==> src/rtl/spi_id_reader.sv <==
`timescale 1ns/1ps
// -----------------------------------------------------------------------------
// spi_id_reader
//
// Reads the identification bytes of the platform SPI flash (M25P16 behind
// cs_prom_n). A start request sends OPCODE MSB first, then clocks in N_BYTES
// response bytes in SPI mode 0. SPICLK runs at CCLK / (2*CLK_DIV). Between
// transfers the flash stays deselected for at least 2*CLK_DIV cycles. With
// repeat_en set, the reader polls the flash continuously.
//
// Ports
//   CCLK       system clock; all logic runs on its rising edge
//   reset_n    asynchronous active-low reset
//   start      request pulse, only honoured while idle
//   repeat_en  restart automatically after each completed read
//   sel        selects which response byte drives led (0 = last byte received)
//   SPIMISO    serial data from the flash
//   SPICLK     SPI clock, idles low
//   SPIMOSI    serial data to the flash
//   cs_prom_n  flash chip select, active low
//   busy       high from the accepted start until the return to idle
//   done       one-cycle pulse when id_data is refreshed
//   id_data    last complete response, first received byte in the MSBs
//   led        selected response byte, 8'hFF when sel is out of range
//   id_ascii   uppercase ASCII hex of id_data, first high nibble in the MSBs
// -----------------------------------------------------------------------------
module spi_id_reader #(
    parameter int         CLK_DIV = 4,
    parameter int         N_BYTES = 3,
    parameter logic [7:0] OPCODE  = 8'h9F,
    parameter int         SEL_W   = 2
) (
    input  logic                    CCLK,
    input  logic                    reset_n,
    input  logic                    start,
    input  logic                    repeat_en,
    input  logic [SEL_W-1:0]        sel,
    input  logic                    SPIMISO,
    output logic                    SPICLK,
    output logic                    SPIMOSI,
    output logic                    cs_prom_n,
    output logic                    busy,
    output logic                    done,
    output logic [8*N_BYTES-1:0]    id_data,
    output logic [7:0]              led,
    output logic [16*N_BYTES-1:0]   id_ascii
);

    typedef enum logic [2:0] {
        IDLE,
        CS_SETUP,
        CMD,
        READ,
        CS_HOLD,
        GAP
    } state_t;

    localparam int         BITS     = 8 * N_BYTES;
    localparam logic [8:0] HALF_END = 9'(CLK_DIV - 1);
    localparam logic [8:0] GAP_END  = 9'(2 * CLK_DIV - 1);
    localparam logic [5:0] READ_END = 6'(BITS - 1);

    state_t          state;
    logic [8:0]      div_cnt;
    logic [5:0]      bit_cnt;
    logic [BITS-1:0] shadow;
    logic            half_tick;

    // One half SPICLK period (CLK_DIV cycles) has elapsed in the current phase.
    assign half_tick = (div_cnt == HALF_END);

    // Transfer sequencer. All bus outputs are registered here so that SPICLK,
    // SPIMOSI and cs_prom_n never glitch. SPIMOSI is only updated on the edge
    // that drives SPICLK low (or before the first rise), so it is stable across
    // every rising edge. The response is collected in a shadow register and
    // only copied to id_data when the transfer has fully completed.
    always_ff @(posedge CCLK or negedge reset_n) begin
        if (!reset_n) begin
            state     <= IDLE;
            div_cnt   <= '0;
            bit_cnt   <= '0;
            shadow    <= '0;
            SPICLK    <= 1'b0;
            SPIMOSI   <= 1'b0;
            cs_prom_n <= 1'b1;
            busy      <= 1'b0;
            done      <= 1'b0;
            id_data   <= '0;
        end else begin
            done <= 1'b0;
            case (state)
                IDLE: begin
                    if (start) begin
                        state     <= CS_SETUP;
                        cs_prom_n <= 1'b0;
                        busy      <= 1'b1;
                        div_cnt   <= '0;
                    end
                end
                CS_SETUP: begin
                    if (half_tick) begin
                        state   <= CMD;
                        div_cnt <= '0;
                        bit_cnt <= '0;
                        SPIMOSI <= OPCODE[7];
                    end else begin
                        div_cnt <= div_cnt + 9'd1;
                    end
                end
                CMD, READ: begin
                    if (!half_tick) begin
                        div_cnt <= div_cnt + 9'd1;
                    end else begin
                        div_cnt <= '0;
                        if (!SPICLK) begin
                            // Rising edge: the flash output has been stable
                            // since the previous falling edge.
                            SPICLK <= 1'b1;
                            if (state == READ) begin
                                shadow <= {shadow[BITS-2:0], SPIMISO};
                            end
                        end else begin
                            SPICLK  <= 1'b0;
                            bit_cnt <= bit_cnt + 6'd1;
                            if (state == CMD) begin
                                if (bit_cnt == 6'd7) begin
                                    state   <= READ;
                                    bit_cnt <= '0;
                                    SPIMOSI <= 1'b0;
                                end else begin
                                    SPIMOSI <= OPCODE[3'd6 - bit_cnt[2:0]];
                                end
                            end else if (bit_cnt == READ_END) begin
                                state <= CS_HOLD;
                            end
                        end
                    end
                end
                CS_HOLD: begin
                    if (half_tick) begin
                        state     <= GAP;
                        div_cnt   <= '0;
                        cs_prom_n <= 1'b1;
                        id_data   <= shadow;
                        done      <= 1'b1;
                    end else begin
                        div_cnt <= div_cnt + 9'd1;
                    end
                end
                GAP: begin
                    // repeat_en is looked at only here, so clearing it during
                    // a transfer lets that transfer finish normally.
                    if (div_cnt == GAP_END) begin
                        div_cnt <= '0;
                        if (repeat_en) begin
                            state     <= CS_SETUP;
                            cs_prom_n <= 1'b0;
                        end else begin
                            state <= IDLE;
                            busy  <= 1'b0;
                        end
                    end else begin
                        div_cnt <= div_cnt + 9'd1;
                    end
                end
                default: state <= IDLE;
            endcase
        end
    end

    // LED byte select: sel counts bytes back from the last one received, which
    // sits in the least significant byte of id_data.
    always_comb begin
        led = 8'hFF;
        if (int'(sel) < N_BYTES) begin
            led = 8'(id_data >> {sel, 3'b000});
        end
    end

    // Each nibble of id_data becomes one ASCII hex character at the same
    // relative position, so the first byte's high nibble lands in the MSBs.
    for (genvar i = 0; i < 2 * N_BYTES; i++) begin : g_hex
        logic [3:0] nib;
        assign nib = id_data[4*i +: 4];
        assign id_ascii[8*i +: 8] = (nib < 4'd10) ? {4'h3, nib} : (8'h37 + {4'h0, nib});
    end

endmodule

==> config.mk <==
export PLATFORM = sky130hd
export DESIGN_NAME = spi_id_reader
export DESIGN_NICKNAME = d
export VERILOG_FILES = /design/src/rtl/spi_id_reader.sv
export SDC_FILE = /design/constraint.sdc
export NUM_CORES = 1
export LEC_CHECK = 0
export CAP_MARGIN = 20
export CORE_MARGIN = 3
export CORE_UTILIZATION = 50
export DETAILED_ROUTE_END_ITERATION = 16
export PLACE_DENSITY = 0.8
export SETUP_SLACK_MARGIN = 0.4
export SLEW_MARGIN = 20
export SYNTH_ARGS = -nofsm -noshare
export SYNTH_HDL_FRONTEND = slang
export SYNTH_SLANG_ARGS = --single-unit
==> constraint.sdc <==
create_clock -name CCLK -period 6.51 [get_ports CCLK]
set_input_delay 1.302 -clock CCLK [delete_from_list [all_inputs] [get_ports CCLK]]
set_output_delay 1.302 -clock CCLK [all_outputs]
set_load 0.01 [all_outputs]
* Word level (Yosys, flattened, before mapping)
Memories as Yosys holds them, arrays and structs flattened. Index checks and enable logic that the tools add are counted.
Word-level totals: flip-flop bits (word level) 71, bits in latches 0, RAM bits 0, bits in read-only memories 8, word-level logic and storage cells 112, memories kept 1
Operators by class: add/sub/neg operators 9, multiply operators 0, div/mod/pow operators 0, order comparisons 8, equal/unequal tests 20, shift operators 1, muxes and demuxes 46, bitwise logic cells 1, reductions and logical operators 16
Memories:
- (no name shown) | words 8, bits a word 1, rd ports 1, clocked after memory_dff 0, wr ports 0, RTL line 131 | SPIMOSI <= OPCODE[3'd6 - bit_cnt[2:0]];
Operators by type and width (count):
- 6-bit by 4-bit adder with 7-bit output, first input constant | 6
- 7-bit 2-to-1 mux | 6
- 6-bit 2-to-1 mux | 5
- 3-bit 2-to-1 mux | 9
- 9-bit 2-to-1 mux | 3
- 9-bit case mux with 3 select lines | 1
- 4-bit < comparator, second input constant | 6
- 24-bit by 5-bit >> shifter with 8-bit output | 1
- 2-bit inequality test, second input constant | 9
- 1-bit 2-to-1 mux | 16
- 3-bit case mux with 5 select lines | 1
- 6-bit case mux with 2 select lines | 1
- 4-bit AND reduction | 3
- 5-bit AND reduction | 2
- 9-bit by 1-bit adder with 9-bit output, second input constant | 1
- 9-bit by 2-bit == test with 1-bit output, second input constant | 1
- 9-bit by 3-bit == test with 1-bit output, second input constant | 1
- 8-bit 2-to-1 mux | 1
- 8-bit AND reduction | 1
- 6-bit by 1-bit adder with 6-bit output, second input constant | 1
- 3-bit by 2-bit == test with 1-bit output, second input constant | 2
- 3-bit == test, second input constant | 2
- 6-bit by 3-bit == test with 1-bit output, second input constant | 1
- 6-bit by 5-bit == test with 1-bit output, second input constant | 1
- 14 further kinds | 20

* Depth between registers and ports, before layout
depth after elaboration 8, mapped depth 6, mapped depth without buffers 5

* Least setup slack after synthesis
OpenSTA, ideal clock, no wires.
kind input to output, start input sel[1], end output led[0], data arrival time 2015 ps, path slack 3193 ps, stages 4, buffers on the path 2, path through clkbuf_1 -> nand2b_1 -> clkbuf_1 -> o22a_1
On the way: longest elaborated chain between the ends 2, elaborated cells between the ends (all ways) 3
Ends and longest elaborated chain:
- start, declared | RTL line 37 | input logic [SEL_W-1:0] sel,
- 24-bit by 5-bit >> shifter with 8-bit output or 2-bit < comparator (tied branches) | RTL line 176, 175
- 8-bit 2-to-1 mux (*) | RTL line 175 | if (int'(sel) < N_BYTES) begin
- end, declared | RTL line 45 | output logic [7:0] led,
Every way passes the cells marked *; elsewhere a longest branch is shown, timed or not.

* Worst setup path in the final report
start input sel[0], end output led[6]
Same word-level chain as after synthesis.

==> metrics.md <==
| Metric | Value |
|---|---|
| Warnings from Yosys | `0` |
| Cts bufs inserted | `9` |
| Antenna violations before repair | `0` |
| R2R cell count | `6` |
| Clock Latency Late Sink | `roughly 330 ps` |
| Critical path origin | `sel[0]` |
| Area of the multi-input gates | `around 0.0019 sq mm` |
| Gate Count Post-Synth | `384` |
| Sw Pwr | `178.9 uW` |
| Antenna Nets Post-Route | `0` |
| Clk root buf | `clkbuf_8` |
| Async SR Flop Fraction | `between 90% and 100%` |
| Netlist cell types | `just under 60` |
| DR WL/cell | `between 15 and 20 microns` |
| Combinational family with the most area after synthesis | `multiplexers` |
| Io pins | `92` |
| Vias post-DR | `between 3000 and 4000` |
| Slowest CP cell | `clkdlybuf4s50_1` |
| # port buffers | `85` |
| Hold Buf Count CTS | `0` |
| Max Fanout on Critical Path | `15` |
| Fillers | `580` |
| Hold slack | `a little under 500 ps` |
| First-pass GRT wire length | `approximately 14000 microns` |
| Crit path largest cell delay | `around 750 ps` |
| Flop pwr share | `between 50 and 60%` |
| Core footprint | `0.007447 sq mm` |
| Power Total | `about 810 uW` |
| Initial DRC count | `approximately 150` |
| Vias in the first global route | `roughly 3000` |
| Setup CP Type | `input pin to output pin` |
| Die width | `95.00 microns` |
| Synth Area in Adders | `2.528%` |
| Post-CTS sizing | `0` |
| Post-synthesis compound-gate area fraction | `around 13%` |
| PwrDens | `between 150 and 200 mW/mm^2` |
| Dpl cells | `approximately 550` |
| First-pass iteration count of the detailed router | `4` |
| Syn Std Cell Area | `a little under 0.004 sq mm` |
| Min-delay worst type | `flop to flop` |
| Share of the synthesized area in the top cell type | `between 40% and 50%` |
| Post-Route WL | `8992 microns` |
| Peak VDD IR | `between 0.1 and 0.15 mV` |
| Maximum clock frequency | `0.2242 GHz` |
| Share of layout cells above drive strength 1 | `between 10% and 20%` |
| H-tree levels | `3` |
| Fin util | `about two thirds` |
| Die Y | `around 95 microns` |
| Final hold vios | `0` |
| Clock Pin Slew Worst Setup and Hold Paths | `approximately 70 ps` |
| CP Launch Type | `input pin` |
| Post-synth EDFFs | `0` |
| Leading area contributor after synthesis | `dfrtp_1` |
| Reg2Reg Setup Slack | `just over 4000 ps` |
| Combinational Power Share | `roughly 3.8%` |
| Worst path arrival time | `3160 ps` |
| Crit Reg-Reg Startpoint | `div_cnt[0]$_DFFE_PN0P_` |
| Seq. cell area | `between 0.0015 and 0.002 sq mm` |
| MaxCap Viol Count | `0` |
| Unrepaired setup endpoints after global routing | `false` |
| Nets | `480` |
| Crit-path cells | `clkdlybuf4s50_1 > nand2b_1 > o22a_1 > clkdlybuf4s50_1` |
| Largest net degree at the start of global routing | `72` |
| # setup viols final | `0` |
| Finished Layout Cells | `568` |
| CP endpoint | `led[6]` |
| Starting Density | `roughly 53%` |
| # diodes | `0` |
| Final Critical Period | `roughly 4500 ps` |
| Num Clock Sinks | `71` |
| GPL Wtd Cong | `0.8576` |
| Total GRT Usage | `roughly 21%` |
| Worst reg2reg path endpoint | `shadow[0]$_DFFE_PN0P_` |
| Cell family with most CP delay | `buffers and inverters` |
| Pins Over Slew Limit | `0` |
| Post-synthesis mux area share | `15.26%` |
| WP data required | `~5200 ps` |
| Post-synth top cells | `70 x dfrtp_1, 50 x mux2_2, 34 x inv_1` |
| Synth area leaders | `dfrtp_1 44%, mux2_2 14%, a21oi_1 3.7%, inv_1 3.2%, nand2_1 2.9%` |
| Full die area | `between 0.009 and 0.01 sq mm` |
| Syn avg cell area | `between 10 and 15 sq um` |
| Crit path top cell by count | `clkdlybuf4s50_1` |
| Synth Area in Simple Gates | `between 10 and 15%` |
| Cell Int Power | `627.8 uW` |
| DPL Wire Length | `~6600 microns` |
| DRC | `0` |
| Clock Skew | `about 13 ps` |
| WHS Path Cells | `1` |
| CTS Buffer Depth | `2` |
| WP depth | `4` |
| Worst slew margin | `between 40% and 50%` |
| Main flop type after synthesis | `dfrtp_1` |
| CP Capture Type | `output pin` |
| Sequential area share after synthesis | `approximately 45%` |
| Clock power share | `slightly above 40%` |
| Most common cell in the netlist | `dfrtp_1` |
| Congestion Overflow GR | `0` |
| Post-CTS setup buffer count | `0` |
| CTS tree | `yes` |
| Sw Ratio | `around 22%` |
| Number of cell rows | `31` |
| Fraction of the cycle the final worst path needs | `around two thirds` |
| Flops & latches, synth | `between 70 and 80` |
| Drt via density | `approximately 5.6` |
| Slew @ Worst Pin | `855.0 ps` |
| Xor and xnor area share after synthesis | `2.654%` |
| Final setup TNS | `0 ps` |
| Leakage power | `between 0.002 and 0.0025 uW` |
| Layout area overhead | `26.76%` |
| Status | `completed` |
| WP buf/inv | `2` |
flip-flops by register name, indices dropped and copies added, names as in the netlist, 3 cells and up:
| signal | flops |
|---|---|
| div_cnt | 9 |
| state | 3 |
| bit_cnt | 6 |
| id_data | 24 |
| shadow | 24 |
how the worst min path moves through the flow:
stage / start / to / slack, ps
after floorplan: bit_cnt[5]$_DFFE_PN0P_ / bit_cnt[5]$_DFFE_PN0P_ / 470
after global placement: shadow[23]$_DFFE_PN0P_ / id_data[23]$_DFFE_PN0P_ / 490
after detailed placement: shadow[23]$_DFFE_PN0P_ / id_data[23]$_DFFE_PN0P_ / 490
after CTS: shadow[23]$_DFFE_PN0P_ / id_data[23]$_DFFE_PN0P_ / 500
after global routing: shadow[23]$_DFFE_PN0P_ / id_data[23]$_DFFE_PN0P_ / 510
final: shadow[23]$_DFFE_PN0P_ / id_data[23]$_DFFE_PN0P_ / 490
through the flow:
step           setup slack [ps]  area [sq um]
6_report                   2050          5020
5_1_grt                    1948          5020
4_1_cts                    2081          5005
3_5_place_dp               2085          4818
3_3_place_gp               2128          4818
2_1_floorplan              3193          3979
power groups by stage:
stage,combinational [uW],clock (uW),sequential (uW)
finish,31.0,335,441
global route,34.3,365,441
CTS,31.7,343,441
detailed placement,31.6,0,449
global placement,31.1,0,449
floorplan,13.7,0,450
cells by family (layout without fill, tap and decap cells):
family / count (synthesis) / after routing
buf+inv: 56 / 136
other cells: 1 / 6
mux: 54 / 54
fa+ha+maj: 8 / 8
xor+xnor: 12 / 12
flops: 71 / 71
simple gates: 99 / 99
compound gates: 83 / 83
cell type report:
cell class	instances	share of cell area, %
inverter	34	2.542
tap	99	2.468
sequential	71	35.42
clock buffer	9	2.468
clock inverter	6	1.246
multi-input combinational	262	38.56
timing repair buffer	87	17.30
layer usage:
layer  part of all wire, %  GRT usage [%]  vias up
li1                      -              -     1525
met1                    43          26.53     1538
met2                    49          34.94      112
met3                   6.9          4.622        8
met4                  0.82          6.010        0
met5                     0              0        -
cells in the final DEF (no fill, tap or decap), types with 8 or more instances in the layout:
cell type        Yosys  layout
and3_1              11      11
nand2_1             31      31
o21ai_0             16      16
clkbuf_8             0       9
xnor2_1              9       9
a21oi_1             29      29
ha_1                 8       8
dfrtp_1             70      70
o22a_1               8       8
nor2_1              10      10
mux2_2              50      50
nand3_1             14      14
clkdlybuf4s50_1      0      84
inv_1               34      34
worst reg2reg max path, delay by kind of cell, from the launching register on:
family	cells	cell delay [ps]
AND/OR/NAND/NOR	3	1110
flip-flops	1	400
multiplexers	1	350
adder cells (fa/ha/maj)	1	280
buffers and inverters	1	230
Power figures use the tool's default switching activity.
